[config.mk]
export PLATFORM = sky130hd
export DESIGN_NAME = multicycle_control_fsm
export DESIGN_NICKNAME = d
export VERILOG_FILES = /design/src/rtl/multicycle_control_fsm.sv
export SDC_FILE = /design/constraint.sdc
export NUM_CORES = 1
export LEC_CHECK = 0
export BUFFER_PORTS_ARGS = -buffer_cell sky130_fd_sc_hd__clkbuf_2
export CORE_AREA = 5 5 42 44
export CTS_CLUSTER_SIZE = 30
export DETAILED_ROUTE_END_ITERATION = 16
export DIE_AREA = 0 0 47 49
export PLACE_DENSITY = 0.75
export SYNTH_ARGS = -nofsm -noshare
export SYNTH_HDL_FRONTEND = slang
export SYNTH_SLANG_ARGS = --single-unit
[constraint.sdc]
create_clock -name i_clk -period 1.55 [get_ports i_clk]
set_input_delay 0.31 -clock i_clk [delete_from_list [all_inputs] [get_ports i_clk]]
set_output_delay 0.31 -clock i_clk [all_outputs]
set_load 0.01 [all_outputs]
[src/rtl/multicycle_control_fsm.sv]
// Main control FSM for the multicycle RV32I core.
// Sequences each instruction through fetch/decode/execute/memory/writeback and
// drives the datapath selects, write strobes and the 2-bit alu_op consumed by
// the ALU decoder.
// Ports:
//   i_clk, i_rst_n      clock, asynchronous active-low reset
//   i_opcode[6:0]       instr[6:0] from the instruction register
//   i_zero              ALU zero flag
//   i_mem_ready         memory access completes this cycle
//   o_pc_write          pc_update | (branch & zero)
//   o_adr_src           memory address select (0 = PC, 1 = ALUOut)
//   o_ir_write          instruction register load strobe
//   o_mem_write         data memory write enable
//   o_reg_write         register file write enable
//   o_result_src[1:0]   result mux (00 ALUOut, 01 Data, 10 ALUResult)
//   o_alu_src_a[1:0]    ALU A mux (00 PC, 01 OldPC, 10 rs1)
//   o_alu_src_b[1:0]    ALU B mux (00 rs2, 01 ImmExt, 10 const 4)
//   o_alu_op[1:0]       00 add, 01 subtract, 10 decode funct fields
//   o_illegal_op        one-cycle pulse in Decode on an unsupported opcode
//   o_state_dbg[3:0]    current state encoding
module multicycle_control_fsm #(
  parameter bit USE_MEM_READY = 1'b1
) (
  input  logic       i_clk,
  input  logic       i_rst_n,
  input  logic [6:0] i_opcode,
  input  logic       i_zero,
  input  logic       i_mem_ready,
  output logic       o_pc_write,
  output logic       o_adr_src,
  output logic       o_ir_write,
  output logic       o_mem_write,
  output logic       o_reg_write,
  output logic [1:0] o_result_src,
  output logic [1:0] o_alu_src_a,
  output logic [1:0] o_alu_src_b,
  output logic [1:0] o_alu_op,
  output logic       o_illegal_op,
  output logic [3:0] o_state_dbg
);

  localparam int unsigned StateW = 4;
  localparam int unsigned OpW    = 7;

  localparam logic [OpW-1:0] OpLw   = 7'b0000011;
  localparam logic [OpW-1:0] OpSw   = 7'b0100011;
  localparam logic [OpW-1:0] OpR    = 7'b0110011;
  localparam logic [OpW-1:0] OpI    = 7'b0010011;
  localparam logic [OpW-1:0] OpBeq  = 7'b1100011;
  localparam logic [OpW-1:0] OpJal  = 7'b1101111;

  typedef enum logic [StateW-1:0] {
    S_FETCH    = 4'd0,
    S_DECODE   = 4'd1,
    S_MEMADR   = 4'd2,
    S_MEMREAD  = 4'd3,
    S_MEMWB    = 4'd4,
    S_MEMWRITE = 4'd5,
    S_EXECR    = 4'd6,
    S_EXECI    = 4'd7,
    S_ALUWB    = 4'd8,
    S_BEQ      = 4'd9,
    S_JAL      = 4'd10
  } state_t;

  state_t     r_state;
  state_t     w_next;
  logic       w_mem_ready;
  logic       w_pc_update;
  logic       w_branch;
  logic       w_ir_write;
  logic       w_mem_write;
  logic       w_reg_write;
  logic       w_illegal;

  // Ready is tied high when the memory never stalls.
  assign w_mem_ready = USE_MEM_READY ? i_mem_ready : 1'b1;

  // State register.
  always_ff @(posedge i_clk or negedge i_rst_n) begin
    if (!i_rst_n) r_state <= S_FETCH;
    else          r_state <= w_next;
  end

  // Next-state and per-state output decode.
  always_comb begin
    w_next       = S_FETCH;
    w_pc_update  = 1'b0;
    w_branch     = 1'b0;
    w_ir_write   = 1'b0;
    w_mem_write  = 1'b0;
    w_reg_write  = 1'b0;
    w_illegal    = 1'b0;
    o_adr_src    = 1'b0;
    o_result_src = 2'b00;
    o_alu_src_a  = 2'b00;
    o_alu_src_b  = 2'b00;
    o_alu_op     = 2'b00;
    case (r_state)
      S_FETCH: begin
        o_alu_src_b  = 2'b10;
        o_result_src = 2'b10;
        w_ir_write   = w_mem_ready;
        w_pc_update  = w_mem_ready;
        w_next       = w_mem_ready ? S_DECODE : S_FETCH;
      end
      S_DECODE: begin
        // Precompute the branch target while the opcode is decoded.
        o_alu_src_a = 2'b01;
        o_alu_src_b = 2'b01;
        case (i_opcode)
          OpLw, OpSw: w_next = S_MEMADR;
          OpR:        w_next = S_EXECR;
          OpI:        w_next = S_EXECI;
          OpBeq:      w_next = S_BEQ;
          OpJal:      w_next = S_JAL;
          default: begin
            w_next    = S_FETCH;
            w_illegal = 1'b1;
          end
        endcase
      end
      S_MEMADR: begin
        o_alu_src_a = 2'b10;
        o_alu_src_b = 2'b01;
        // opcode[5] separates sw (1) from lw (0).
        w_next      = i_opcode[5] ? S_MEMWRITE : S_MEMREAD;
      end
      S_MEMREAD: begin
        o_adr_src = 1'b1;
        w_next    = w_mem_ready ? S_MEMWB : S_MEMREAD;
      end
      S_MEMWB: begin
        o_result_src = 2'b01;
        w_reg_write  = 1'b1;
        w_next       = S_FETCH;
      end
      S_MEMWRITE: begin
        o_adr_src   = 1'b1;
        w_mem_write = 1'b1;
        w_next      = w_mem_ready ? S_FETCH : S_MEMWRITE;
      end
      S_EXECR: begin
        o_alu_src_a = 2'b10;
        o_alu_op    = 2'b10;
        w_next      = S_ALUWB;
      end
      S_EXECI: begin
        o_alu_src_a = 2'b10;
        o_alu_src_b = 2'b01;
        o_alu_op    = 2'b10;
        w_next      = S_ALUWB;
      end
      S_ALUWB: begin
        w_reg_write = 1'b1;
        w_next      = S_FETCH;
      end
      S_BEQ: begin
        o_alu_src_a = 2'b10;
        o_alu_op    = 2'b01;
        w_branch    = 1'b1;
        w_next      = S_FETCH;
      end
      S_JAL: begin
        o_alu_src_a = 2'b01;
        o_alu_src_b = 2'b10;
        w_pc_update = 1'b1;
        w_next      = S_ALUWB;
      end
      default: w_next = S_FETCH;
    endcase
  end

  // Strobes are forced low for the whole time reset is held, so a reset
  // landing mid-instruction cannot leak a partial write.
  assign o_pc_write   = i_rst_n & (w_pc_update | (w_branch & i_zero));
  assign o_ir_write   = i_rst_n & w_ir_write;
  assign o_mem_write  = i_rst_n & w_mem_write;
  assign o_reg_write  = i_rst_n & w_reg_write;
  assign o_illegal_op = i_rst_n & w_illegal;
  assign o_state_dbg  = StateW'(r_state);

endmodule

=== Word level (Yosys, flattened, before mapping) ===
Cells that the tools add are included.

* Equal/unequal tests: 16
* Multiplexer cells: 18
* Bitwise logic cells: 7
* Reductions and logical operators: 11

{| class="wikitable"
|+ Operators by type and width
! cell !! count
|-
| $pmux W4 S6 || 1
|-
| $pmux W4 S5 || 1
|-
| $eq A4 B3 Y1 const B || 4
|-
| $pmux W2 S2 || 4
|-
| $eq A7 B6 Y1 const B || 2
|-
| $eq A7 B7 Y1 const B || 2
|-
| $eq A4 B4 Y1 const B || 3
|-
| $reduce_or A2 Y1 || 6
|-
| $mux W3 || 3
|-
| $eq A4 B2 Y1 const B || 2
|-
| $mux W1 || 8
|-
| $eq A7 B2 Y1 const B || 1
|-
| $eq A7 B5 Y1 const B || 1
|-
| $and A1 B1 Y1 || 6
|-
| $reduce_or A3 Y1 || 2
|-
| $reduce_or A6 Y1 || 1
|-
| $eq A4 B1 Y1 const B || 1
|-
| $logic_not A4 Y1 || 1
|-
| $reduce_or A4 Y1 || 1
|-
| $pmux W1 S2 || 1
|-
| $or A1 B1 Y1 || 1
|}

* Bits in registers: 4
* Input port bits: 11
* Output and inout bits: 18
* Logic and storage cells: 53

=== Logic depth before layout (Yosys ltp) ===
Gate-level depths: netlist (run 1).

* Depth in word-level cells: 5
* Gate-level depth with buffers: 5
* Mapped depth without buffers: 3

=== Worst setup path before layout (run 1) ===
No wires, ideal clock.

* Path kind: flip-flop to output port
* Start: register r_state[3], in the netlist o_state_dbg[3]
* End: output o_pc_write
* Data arrival time: 1204 ps
* Required time: 1240 ps
* Setup slack: 36 ps
* Stages on the path, launching flop included: 5
* Path buffers: 1
* Cell sequence: dfrtp_1 buf_6 or3b_1 a21oi_1 o211a_1

* Longest elaborated chain between the ends: 5
* Elaborated cells on any way between the ends: 8
* Classes of those cells: eq/ne: 2; mux: 2; bitwise: 3; reduce/logical: 1

{| class="wikitable"
|+ Ends and longest elaborated chain
! element !! RTL line !! source
|-
| start, declared || 66 || <nowiki>state_t r_state;</nowiki>
|-
| start signal, assigned || 82 || <nowiki>else r_state <= w_next;</nowiki>
|-
| $eq A4 B4 Y1 || 99 || <nowiki>case (r_state)</nowiki>
|-
| $mux W1 || 99 ||
|-
| $and A1 B1 Y1 || 176 || <nowiki>assign o_pc_write = i_rst_n & (w_pc_update | (w_branch & i_zero));</nowiki>
|-
| $or A1 B1 Y1 * || 176 ||
|-
| $and A1 B1 Y1 * || 176 ||
|-
| end, declared || 29 || <nowiki>output logic o_pc_write,</nowiki>
|}

Mark *: on every way between the ends. The rest lies on a longest branch, timed or not.

=== Worst setup path after layout (run 1) ===
* Start: register r_state[1], in the netlist o_state_dbg[1]
* End: output o_pc_write

The elaborated chain is that of the path after synthesis.

==> flow_summary.json, run 1 <==
{
  "grt_pass1_wl_mm": 2.93,
  "dp_cells": 121,
  "die_x_microns": 47,
  "clk_transition_reported_paths_ns": 0.04,
  "cts_sinks": 4,
  "cts_root_buf": "clkbuf_4",
  "grt_pass1_vias": 742,
  "grt_max_degree": 10,
  "clk_latency_ns": 0.24,
  "h-tree-depth": 1,
  "skew_ns": 0.00329,
  "violations": "negative setup slack",
  "finalCritPeriodShare_pct": 112,
  "outcome": "complete, but fails checks",
  "n_antenna_cell": 0,
  "die_h_microns": 49,
  "synthToLayoutAreaGrowth_pct": 97.3,
  "fmax_mhz": 579,
  "rsz0062_at_grt": "yes",
  "yosysWarnings": 0,
  "final.setup.worst_slack_ns": -0.179,
  "ys_top_cells_by_count": "nor2_1 (7), a21oi_1 (6), nand2_1 (6), nor2b_1 (6), dfrtp_1 (4)",
  "first_iter_violations": 7,
  "synth_top_area_share_pct": 18.1,
  "vias": 789,
  "p_per_area_nw_per_um2": 484,
  "portBuffers": 28,
  "power_w": 0.000529,
  "cts_buffer_depth": 2,
  "crit_path_max_fanout": 8,
  "core-area_sq_um": 1400,
  "postRouteWirelength_mm": 2.12,
  "drv_slew": 0,
  "avgViaCountPerCell": 5.44,
  "row_count": 14,
  "dp_hpwl_mm": 1.29,
  "grtUsageTotal_pct": 16.8,
  "antenna_found_initial": 0,
  "synth-edff-count": 0,
  "initial_core_util_pct": 39.6,
  "ys_seq_area_share_pct": 18.1,
  "relSlewSlack_pct": 74.6,
  "setup_viol": 13,
  "timing.rr.start": "o_state_dbg[3]",
  "synth_async_sr_flop_share_pct": 100,
  "n_fill_cell": 101,
  "pre_cts_ws_ns": 0.0390,
  "io_pins": 29,
  "routedWlPerCell_microns": 14.6,
  "min_path_type": "in -> reg",
  "overflow": 0,
  "antenna_left": 0,
  "yosysUniqueCellTypes": 36,
  "dieArea_sq_um": 2300,
  "setup.worst_path.class": "reg -> out",
  "dr.pass1.iters": 4,
  "wl_met3_microns": 118,
  "startpoint_type": "flop",
  "hp-start": "i_opcode[4]",
  "post-route-drc-count": 0,
  "post-route-min-period_ns": 1.73,
  "top_layer_used": "met4",
  "yosys-top-cells-area": "dfrtp_1 (18%), nor2b_1 (6.8%), a21oi_1 (5.4%), nor2_1 (4.7%), nor4b_4 (4.3%)",
  "synth_area_sq_um": 554,
  "ys_ff_latch": 4,
  "drt-met1-wl_microns": 821,
  "drive_gt1_share_pct": 63.6,
  "maxCapViolations": 0,
  "gp_congestion": 0.884,
  "critPathArrivalTime_ns": 1.42,
  "nets": 142,
  "cts_tree": "built",
  "finalHoldViolCount": 0,
  "numCtsBuffers": 3,
  "largest_register_ffs": 4,
  "worstMarginPinSlew_ns": 0.376,
  "crit_start": "o_state_dbg[1]",
  "final_cells": 145,
  "cp-end-kind": "output port",
  "syn_inst": 72,
  "p_leak_nw": 0.589,
  "ir_worst_vdd_v": 0.000485,
  "yosys.area.top_type": "dfrtp_1",
  "critPathRequiredTime_ns": 1.24,
  "synth_most_common_cell": "nor2_1",
  "wl_met2_mm": 1.14,
  "syn_area_per_cell_sq_um": 7.70,
  "synth_ff_type": "dfrtp_1",
  "synth_nets": 83
}
==> path summary, 6_finish.rpt <==
check | slack [ns] | to | cells after the start
worst max register to register | 0.14 | o_state_dbg[2] | 6
max in group asynchronous | 0.84 | o_state_dbg[2] | 2
worst min-delay path | 0.43 | o_state_dbg[2] | 3
min in group asynchronous | 0.52 | o_state_dbg[3] | 2
worst min register to register | 0.74 | o_state_dbg[3] | 2
worst max-delay path | -0.18 | o_pc_write | 5
==> placed cells by master (no fill, tap or decap), types with 4 or more instances in the layout <==
| master | netlist | final |
|---|---|---|
| buf_4 | 2 | 16 |
| clkbuf_2 | 0 | 15 |
| buf_2 | 2 | 13 |
| buf_6 | 1 | 13 |
| nand2_1 | 6 | 4 |
| nor2b_1 | 6 | 4 |
| a21oi_1 | 6 | 4 |
==> timing repair <==
action / 4_1_cts / 5_1_grt
endpoints found under the hold margin: 4 / 0
pin swaps: 4 / 7
setup endpoints to repair: 14 / 14
gates resized for setup: 11 / 42
hold buffers: 1 / 0
buffers inserted: 12 / 8
==> routing by layer <==
| layer | up-vias | GRT usage, % |
|---|---|---|
| li1 | 383 | - |
| met1 | 369 | 17.8 |
| met2 | 32 | 31.0 |
| met3 | 5 | 2.21 |
| met4 | 0 | 6.91 |
| met5 | - | 0 |
==> area by class of cell <==
type                       instances  area [sq um]  share of cell area, %
timing repair buffer              59           437                   39.9
sequential                         4           103                   9.38
inverter                           1          8.76                  0.801
tap                               16          20.0                   1.83
clock buffer                       3          22.5                   2.06
multi-input combinational         62           503                   46.0
==> stage by stage <==
stage               util (%)  setup TNS [ns]  hold slack (ns)  instance area, sq um
global placement        53.8               0            0.155                   753
detailed placement      53.8               0            0.157                   753
floorplan                  -               0           0.0144                   554
global route            78.0           -2.25            0.437                  1090
CTS                     65.4           -1.28            0.415                   917
finish                  78.0           -1.34            0.426                  1090
==> critical path, stage by stage (launching register included) <==
cell and delay (ns):
dfrtp_1 0.40, buf_6 0.16, nor2b_4 0.15, and3_1 0.20
o211a_1 0.15, clkbuf_2 0.12
==> where the power goes <==
| group | internal, W | switching [W] | leakage, nW | total, W |
|---|---|---|---|---|
| clock network | 0.0000867 | 0.0000440 | 0.0138 | 0.000131 |
| registers | 0.000111 | 0.00000984 | 0.0510 | 0.000121 |
| logic | 0.000154 | 0.000124 | 0.524 | 0.000278 |
==> cell families after synthesis <==
kind of cell / after synthesis / share of synthesized area, %
and+or+nand+nor: 41 / 47.6
AOI/OAI and AO/OA: 17 / 20.3
buffers and inverters: 6 / 7.22
DFF: 4 / 18.1
xor gates and xnor gates: 2 / 3.16
muxes: 2 / 3.61
Note: power is estimated with default switching activity, not from simulation.
==> run 2: changes to the inputs <==
==> constraint.sdc (replaced) <==
create_clock -name i_clk -period 1.55 [get_ports i_clk]
set_input_delay 0.2325 -clock i_clk [delete_from_list [all_inputs] [get_ports i_clk]]
set_output_delay 0.2325 -clock i_clk [all_outputs]
set_load 0.01 [all_outputs]
==> flow_summary.json, run 2 (synthesized netlist as in run 1, its figures left out) <==
{
  "final_common_cell": "clkbuf_2",
  "initial_core_util_pct": 39.6,
  "relSlewSlack_pct": 74.5,
  "drive_gt1_share_pct": 63.0,
  "violations": "negative setup slack",
  "io_pins": 29,
  "layout_common_cells": "clkbuf_2 (15), buf_2 (12), buf_4 (11)",
  "cp-end-kind": "output port",
  "finalCritPeriodShare_pct": 109,
  "grtUsageTotal_pct": 17.4,
  "cts_buffer_depth": 2,
  "nets": 132,
  "grt_pass1_wl_mm": 3.06,
  "p_leak_nw": 0.522,
  "critPathArrivalTime_ns": 1.45,
  "drv_slew": 0,
  "crit_path_max_fanout": 6,
  "h-tree-depth": 1,
  "path_delay_family": "flip-flops",
  "cts_tree": "built",
  "setup_viol": 10,
  "portBuffers": 28,
  "power_w": 0.000499,
  "ir_worst_vdd_v": 0.000391,
  "slowest_delay_ns": 0.41,
  "cts_sinks": 4,
  "gp_congestion": 0.830,
  "vias": 749,
  "n_antenna_cell": 0,
  "worst-path-buf-inv": 2,
  "synthToLayoutAreaGrowth_pct": 84.2,
  "dp_hpwl_mm": 1.23,
  "post-route-min-period_ns": 1.69,
  "core-area_sq_um": 1400,
  "dr.pass1.iters": 4,
  "outcome": "complete, but fails checks",
  "clk_transition_reported_paths_ns": 0.04,
  "dieArea_sq_um": 2300,
  "die_x_microns": 47,
  "finalHoldViolCount": 0,
  "final.setup.worst_slack_ns": -0.137,
  "rrSetupSlack_ns": 0.13,
  "overflow": 0,
  "row_count": 14,
  "startpoint_type": "flop",
  "n_fill_cell": 109,
  "rsz0062_at_grt": "yes",
  "numCtsBuffers": 3,
  "avgViaCountPerCell": 5.55,
  "cts_root_buf": "clkbuf_4",
  "setup.worst_path.class": "reg -> out",
  "p_per_area_nw_per_um2": 489,
  "finalSetupTns_ns": -0.408,
  "first_iter_violations": 8,
  "worstMarginPinSlew_ns": 0.377,
  "cp_slowest_cell": "dfrtp_1",
  "finalCoreUtilization_pct": 72.9,
  "grt_max_degree": 9,
  "antenna_found_initial": 0,
  "clk_latency_ns": 0.24,
  "fmax_mhz": 593,
  "routedWlPerCell_microns": 15.5,
  "post-route-drc-count": 0,
  "critPathRequiredTime_ns": 1.32,
  "maxCapViolations": 0,
  "largest_register_ffs": 4,
  "min_path_type": "in -> reg",
  "die_h_microns": 49,
  "antenna_left": 0,
  "postRouteWirelength_mm": 2.10,
  "path_cells": "buf_6, nor4b_4, nand2_1, a21oi_2, buf_2",
  "skew_ns": 0.00469,
  "grt_pass1_vias": 721
}
==> run 2: final cells by class <==
class / instances / area (sq um) / area share [%]
Multi-Input combinational cell: 62 / 517 / 50.6
Timing Repair Buffer: 49 / 357 / 34.9
Sequential cell: 4 / 101 / 9.93
Clock buffer: 3 / 22.5 / 2.21
Tap cell: 16 / 20.0 / 1.96
Inverter: 1 / 3.75 / 0.368
==> run 2: timing repair <==
action	in CTS	in global routing
hold endpoints to repair	4	0
hold buffers	1	0
resized for setup	12	38
buffers inserted	8	5
pin swaps	5	10
setup endpoints to repair	9	14
==> run 2: where the power goes <==
group | total [W] | switching (W) | internal, W
Clock | 0.000130 | 0.0000430 | 0.0000866
Combinational | 0.000252 | 0.000122 | 0.000130
Sequential | 0.000118 | 0.00000744 | 0.000110
Total | 0.000499 | 0.000172 | 0.000327
==> run 2: metal layers <==
layer	wire (microns)	vias to the layer above	GRT usage [%]
li1	-	359	-
met1	865	357	21.5
met2	1110	31	29.6
met3	119	2	2.21
met4	5	0	5.53
met5	0	-	0
==> run 2: path summary, 6_finish.rpt <==
kind                                start        endpoint  depth (start not counted)
min in group asynchronous         i_rst_n  o_state_dbg[0]                          2
min                           i_opcode[4]  o_state_dbg[2]                          3
max in group asynchronous         i_rst_n  o_state_dbg[2]                          2
max reg2reg                o_state_dbg[1]  o_state_dbg[2]                          5
min reg2reg                o_state_dbg[1]  o_state_dbg[3]                          3
max                        o_state_dbg[1]    o_illegal_op                          5
==> run 2: stage by stage <==
step	setup slack, ns	cells	hold WS, ns	instance area [sq um]
2_1_floorplan	0.114	72	-0.0631	554
3_3_place_gp	0.124	118	0.0815	743
3_5_place_dp	0.111	118	0.0864	743
4_1_cts	-0.116	130	0.368	887
5_1_grt	-0.284	135	0.377	1020
6_report	-0.137	135	0.381	1020
==> run 2: worst min-delay path: stages <==
cell,delay (ns)
clkbuf_2,0.09
nand2b_1,0.09
o211ai_1,0.13
